<file path="config.mk">
export PLATFORM = sky130hd
export DESIGN_NAME = seq_alu
export DESIGN_NICKNAME = d
export VERILOG_FILES = /design/src/rtl/seq_alu.sv
export SDC_FILE = /design/constraint.sdc
export NUM_CORES = 1
export LEC_CHECK = 0
export BUFFER_PORTS_ARGS = -buffer_cell sky130_fd_sc_hd__buf_2
export CAP_MARGIN = 20
export CORE_ASPECT_RATIO = 0.7
export CORE_MARGIN = 3
export CORE_UTILIZATION = 45
export DETAILED_ROUTE_END_ITERATION = 16
export GPL_TIMING_DRIVEN = 1
export PLACE_DENSITY = 0.69
export SLEW_MARGIN = 20
export SYNTH_ARGS = -nofsm -noshare
export SYNTH_HDL_FRONTEND = slang
export SYNTH_SLANG_ARGS = --single-unit
</file>
<file path="constraint.sdc">
create_clock -name clk -period 5.51 [get_ports clk]
set_clock_uncertainty 0.15 [all_clocks]
set_input_delay 1.653 -clock clk [delete_from_list [all_inputs] [get_ports clk]]
set_output_delay 1.653 -clock clk [all_outputs]
set_load 0.1 [all_outputs]
</file>
<file path="src/rtl/seq_alu.sv">
// Sequential ALU: single-cycle ADD/SUB/logic ops and a multi-cycle shift-add multiplier
// behind a valid/ready handshake on both the operand and result sides.
module seq_alu #(
    parameter int WIDTH               = 8,
    parameter int MUL_STEPS_PER_CYCLE = 1
) (
    input  logic                 clk,
    input  logic                 rst,
    input  logic                 in_valid,
    output logic                 in_ready,
    input  logic [WIDTH-1:0]     a,
    input  logic [WIDTH-1:0]     b,
    input  logic [2:0]           op,
    output logic                 out_valid,
    input  logic                 out_ready,
    output logic [2*WIDTH-1:0]   out,
    output logic                 cout,
    output logic                 ovf
);

    localparam int MUL_CYCLES = WIDTH / MUL_STEPS_PER_CYCLE;
    localparam int CNT_W      = (MUL_CYCLES > 1) ? $clog2(MUL_CYCLES) : 1;
    localparam logic [CNT_W-1:0] LAST_CNT = CNT_W'(MUL_CYCLES - 1);

    typedef enum logic [1:0] {IDLE, MUL, DONE} state_t;

    state_t               state;
    state_t               state_next;
    logic [2*WIDTH-1:0]   mcand;
    logic [WIDTH-1:0]     mplier;
    logic [CNT_W-1:0]     cnt;
    logic [2*WIDTH-1:0]   partial;
    logic [2*WIDTH-1:0]   alu_res;
    logic                 alu_cout;
    logic                 alu_ovf;
    logic [WIDTH-1:0]     b_eff;
    logic [WIDTH:0]       sum;

    // Single-cycle ops; SUB reuses the adder as a + ~b + 1.
    always_comb begin
        alu_res  = '0;
        alu_cout = 1'b0;
        alu_ovf  = 1'b0;
        b_eff    = (op == 3'd1) ? ~b : b;
        sum      = {1'b0, a} + {1'b0, b_eff} + {{WIDTH{1'b0}}, (op == 3'd1)};
        case (op)
            3'd0, 3'd1: begin
                alu_res  = {{WIDTH{sum[WIDTH-1]}}, sum[WIDTH-1:0]};
                alu_cout = sum[WIDTH];
                alu_ovf  = (a[WIDTH-1] == b_eff[WIDTH-1]) && (sum[WIDTH-1] != a[WIDTH-1]);
            end
            3'd2:    alu_res = {{WIDTH{1'b0}}, a | b};
            3'd3:    alu_res = {{WIDTH{1'b0}}, a ^ b};
            3'd4:    alu_res = {{WIDTH{1'b0}}, a & b};
            default: alu_res = '0;
        endcase
    end

    // Partial products for the multiplier bits retired this cycle.
    always_comb begin
        partial = '0;
        for (int i = 0; i < MUL_STEPS_PER_CYCLE; i++) begin
            if (mplier[i]) begin
                partial = partial + (mcand << i);
            end
        end
    end

    always_comb begin
        state_next = state;
        in_ready   = (state == IDLE);
        out_valid  = (state == DONE);
        case (state)
            IDLE: if (in_valid) state_next = (op == 3'd5) ? MUL : DONE;
            MUL:  if (cnt == LAST_CNT) state_next = DONE;
            DONE: if (out_ready) state_next = IDLE;
            default: state_next = IDLE;
        endcase
    end

    always_ff @(posedge clk) begin
        if (rst) state <= IDLE;
        else     state <= state_next;
    end

    // The result register doubles as the multiplier accumulator.
    always_ff @(posedge clk) begin
        if (rst) begin
            out    <= '0;
            cout   <= 1'b0;
            ovf    <= 1'b0;
            mcand  <= '0;
            mplier <= '0;
            cnt    <= '0;
        end else begin
            case (state)
                IDLE: begin
                    if (in_valid) begin
                        if (op == 3'd5) begin
                            out    <= '0;
                            cout   <= 1'b0;
                            ovf    <= 1'b0;
                            mcand  <= {{WIDTH{1'b0}}, a};
                            mplier <= b;
                            cnt    <= '0;
                        end else begin
                            out  <= alu_res;
                            cout <= alu_cout;
                            ovf  <= alu_ovf;
                        end
                    end
                end
                MUL: begin
                    out    <= out + partial;
                    mcand  <= mcand << MUL_STEPS_PER_CYCLE;
                    mplier <= mplier >> MUL_STEPS_PER_CYCLE;
                    cnt    <= cnt + 1'b1;
                end
                default: ;
            endcase
        end
    end

endmodule

</file>
# == Yosys cells after proc, flatten, opt, wreduce, memory -nomap -nowiden ==
# Index checks and enable logic that the tools add are counted.
# word_totals
mem_bits_rw,0
wordCells,62
memories,0
regBits,47
inputBits,23
output_inout_bits,20
latch_bits,0
romBits,0
# op_classes
add_sub_neg,4
n_shift,0
n_lt_le_gt_ge,0
multipliers,0
n_div,0
bitwise,4
n_reduce_logical,9
mux,24
eq_ne,14
# op_table
cell,n
16-bit 2-to-1 mux,5
16-bit one-hot mux with 2 select lines,2
16-bit one-hot mux with 4 select lines,1
8-bit 2-to-1 mux,3
16-bit adder,1
8-bit one-hot mux with 2 select lines,1
8-bit by 8-bit adder with 9-bit output,1
9-bit by 1-bit adder with 9-bit output,1
"3-bit equality test, second input constant",3
8-bit bitwise AND,1
2-bit 2-to-1 mux,4
8-bit NOT,1
8-bit OR,1
8-bit XOR,1
"3-bit by 2-bit equality test with 1-bit output, second input constant",2
3-bit 2-to-1 mux,2
2-bit one-hot mux with 3 select lines,1
3-bit one-hot mux with 2 select lines,1
3-bit AND reduction,2
1-bit 2-to-1 mux,4
"2-bit by 1-bit != test with 1-bit output, second input constant",2
"2-bit != test, second input constant",2
2-bit AND reduction,2
"3-bit by 1-bit adder with 3-bit output, second input constant",1
10 further kinds,10

# == Logic depth before layout (Yosys ltp) ==
# depth
word_depth,8
depth_mapped,13
ltp_nobuf,11

# == Worst setup path before layout ==
# Ideal clock, no wire load.
# synth_timing
kind,input to register
from,in op[0]
to,reg out[6]
arrival_time_ps,4343
path_slack_ps,902
n_path_buf,3
path_stages,13
setup_time_ps,115
t_required_ps,5245
path_cell_list,clkbuf_1 -> clkbuf_1 -> and2_1 -> clkbuf_1 -> xnor2_1 -> fa_1 -> a21o_1 -> a21oi_1 -> o21bai_1 -> a21oi_1 -> xnor2_1 -> a21oi_1 -> a2111oi_0
# synth_between
elab_chain_len,8
word_cells_on_any_way,14
classes_between,add/sub (2); eq/ne (5); mux (5); reduce/logical (2)
# synth_lines
element,line,text
start: declaration,13,"input logic [2:0] op,"
3-bit by 1-bit equality test with 1-bit output,"44, 45, 46",
8-bit 2-to-1 mux,44,b_eff = (op == 3'd1) ? ~b : b;
8-bit by 8-bit adder with 9-bit output,45,"sum = {1'b0, a} + {1'b0, b_eff} + {{WIDTH{1'b0}}, (op == 3'd1)};"
9-bit by 1-bit adder with 9-bit output,45,
16-bit one-hot mux with 4 select lines,46,case (op)
16-bit 2-to-1 mux *,99,if (op == 3'd5) begin
16-bit 2-to-1 mux *,98,if (in_valid) begin
16-bit one-hot mux with 2 select lines *,96,case (state)
end signal: assignment,107,out <= alu_res;
end signal: assignment,114,out <= out + partial;
end: declaration,16,"output logic [2*WIDTH-1:0] out,"
# Mark *: on every way between the ends. The rest lies on a longest branch, timed or not. The select of a mux whose other input is x is not followed.
# A chain may end at the register's enable or synchronous reset.

# == Final worst setup path ==
# layout_timing
from,in op[1]
to,reg out[6]
# The elaborated chain is that of the path after synthesis.

==> qor.yml <==
synthAdderAreaFrac_pct: 15.0
cts_made_buffers: 5
fmax_mhz: 212
grt_use_total_pct: 22.2
synthSimpleGateAreaFrac_pct: 23.7
worstHoldPathCells: 2
r2r_setup_slack_ns: 2.30
critical_path.max_fanout: 13
grt_pass1_wl_mm: 16.5
die_x_um: 113
clk_latency_ns: 0.30
synth_xor_area_share_pct: 6.30
setup.worst_path.start: "op[1]"
synth_area_um2: 3600
die_h_um: 80.8
synthArstFlopShare_pct: 0
status: "finished clean"
hold_path_class: "reg -> reg"
crit_cells: 12
synth_top_family_by_area: "simple AND/OR/NAND/NOR gates"
gr-total-overflow: 0
grt_max_degree: 50
endpoint_kind: "register"
synth-seq-cells: 47
h-tree-depth: 2
fillers: 738
setup_tns_ns: 0
worst_r2r_startpoint: "mplier[0]"
syn_area_per_cell_um2: 7.43
synth.most_common_cell: "nand2_1"
rsz0062_at_grt: "false"
yosys.area.top_type: "dfxtp_1"
hold_viol: 0
synth_cells: 484
cp_common_cell: "a21oi_1"
synth_compound_area_share_pct: 22.8
dr.pass1.iters: 5
ff_latch_area_um2: 941
cts.sinks: 47
remaining_drc_errors: 0
cp_num_buf_inv: 1
worstSetupEndpoint: "out[6]"
synth_area_leaders: "dfxtp_1 (26%), ha_1 (14%), nand2_1 (7.5%)"
synthMuxAreaShare_pct: 0.835
wl_per_cell_um: 16.1
first_iter_violations: 278
drtAntennaViolNets: 0
crit_chain: "buf_2 > nor2_1 > and2_1 > xnor2_1 > fa_1 > a21o_1 > a21oi_1 > o21bai_1 > a21oi_1 > xnor2_1 > a21oi_1 > a2111oi_0"
synthFlopType: "dfxtp_1"
vdd_ir_drop_max_mv: 0.153
period_needed_ns: 4.72
path_class: "in -> reg"
post-place-ws_ns: 0.564
synth_top_area_share_pct: 26.2
io_buffers: 42
cpLargestDelayFamily: "compound AO/OA/AOI/OAI gates"
area_growth_pct: 11.4
diodes: 0
synth_edf_count: 0
slew_violations: 0
power_leakage_nw: 1.74
worstReg2RegEnd: "out[12]"
cts_root_buffer: "clkbuf_16"
die_area_um2: 9120
worstMarginPinSlew_ns: 0.916
cpPeakStageDelay_ns: 0.47
drt_wl_total_mm: 9.75
slew_headroom_pct: 38.9
power.density_nw_per_um2: 237
drive_above_1_share_pct: 11.6
multi_input_area_um2: 2470
worst_slack_ns: 0.792
cts_resized: 0
ys_types: 46
worstPathRequired_ns: 5.54
cts_tree: "built"
nNetsFinal: 573
maxCapViolCount: 0
vias: 3502
gp_congestion: 0.914
grt_pass1_vias: 3257
ios: 43
syn-num-nets: 549
initial_core_util_pct: 47.9
synth.top_cells.by_count: "nand2_1 (72), nor2_1 (55), dfxtp_1 (47), a21oi_1 (44), ha_1 (40)"
core.rowCount: 26
yosysWarnings: 0
rr_worst_depth: 11
hold_buffers: 0
cp.arrival_ns: 4.75
cp-start-kind: "input port"
postCtsSetupBuffers: 0
viasPerCell: 5.77
cts.clk_slew.worst_paths_ns: 0.06
cts_buffer_depth: 2
setup_viol: 0
dpl.hpwl_mm: 7.29
critical_path.slowest_cell: "and2_1"
grt_antenna_before_repair: 0
fin_crit_sh_pct: 85.6
yosysSeqAreaShare_pct: 26.2
coreArea_um2: 7510
[sequential cells by signal, indices dropped and copies added (netlist names)]
| name | flops |
|---|---|
| out | 16 |
| mplier | 8 |
| mcand | 16 |
| ovf | 1 |
| state | 2 |
| cout | 1 |
| cnt | 3 |
[per-stage QoR]
stage / util [%] / hold slack (ns) / instance area (µm²) / total power (W) / std cells
2_1_floorplan: - / 0.291 / 3600 / 0.000570 / 484
3_3_place_gp: 51.2 / 0.304 / 3840 / 0.000624 / 599
3_5_place_dp: 51.2 / 0.311 / 3840 / 0.000630 / 599
4_1_cts: 53.2 / 0.320 / 4000 / 0.000953 / 607
5_1_grt: 53.3 / 0.336 / 4010 / 0.000995 / 607
6_report: 53.3 / 0.318 / 4010 / 0.000949 / 607
[cell type report]
type / count / share of cell area, %
repair buffers: 44 / 5.62
inverters: 23 / 2.15
clock buffers: 8 / 3.90
well taps: 98 / 3.06
multi-input cells: 387 / 61.8
flip-flops and latches: 47 / 23.5
[layer usage]
metal	track usage [%]	part of all wire, %
met5	0	0
met4	4.08	0.67
met3	4.24	5.9
met2	33.8	42
met1	32.9	51
[worst min path at each step]
stage	start	to
finish	mcand[15]	mcand[15]
CTS	mcand[15]	mcand[15]
floorplan	mcand[14]	mcand[15]
global placement	mcand[15]	mcand[15]
global route	mcand[13]	mcand[14]
detailed placement	mcand[15]	mcand[15]
[cell families (layout without fill, tap and decap cells)]
group	after synthesis	after routing
and+or+nand+nor	190	190
AOI/OAI and AO/OA	127	127
buffers and inverters	50	75
DFF	47	47
adders and majority gates	42	42
xor gates and xnor gates	25	25
muxes	3	3
[power by group]
group	internal [W]	leakage (nW)	switching (W)
Combinational	0.0000756	1.28	0.000180
Clock	0.000193	0.0772	0.000131
Sequential	0.000354	0.382	0.0000146
Total	0.000623	1.74	0.000326
[worst register-to-register path, cell delays in order (launching register included)]
cell and delay [ns]:
dfxtp_1 0.69, and2_1 0.22, ha_1 0.19, inv_1 0.06, fa_1 0.42, nand2b_1 0.21, a21oi_1 0.30, o41ai_1 0.17
a311oi_1 0.31, xor2_1 0.18, nand2_1 0.07, a31oi_1 0.17
[placed cells by master, fill, tap and decap left out, types with 7 or more instances in the layout]
cell	n
nand2_1	72
ha_1	40
nand3_1	15
inv_1	23
and2_1	15
dfxtp_1	47
nor2_1	54
nor2b_1	7
a311oi_1	16
xnor2_1	15
a22oi_1	8
buf_2	42
o21ai_0	26
nor3_1	12
a21oi_1	44
xor2_1	9
Note: power is estimated with default switching activity, not from simulation.
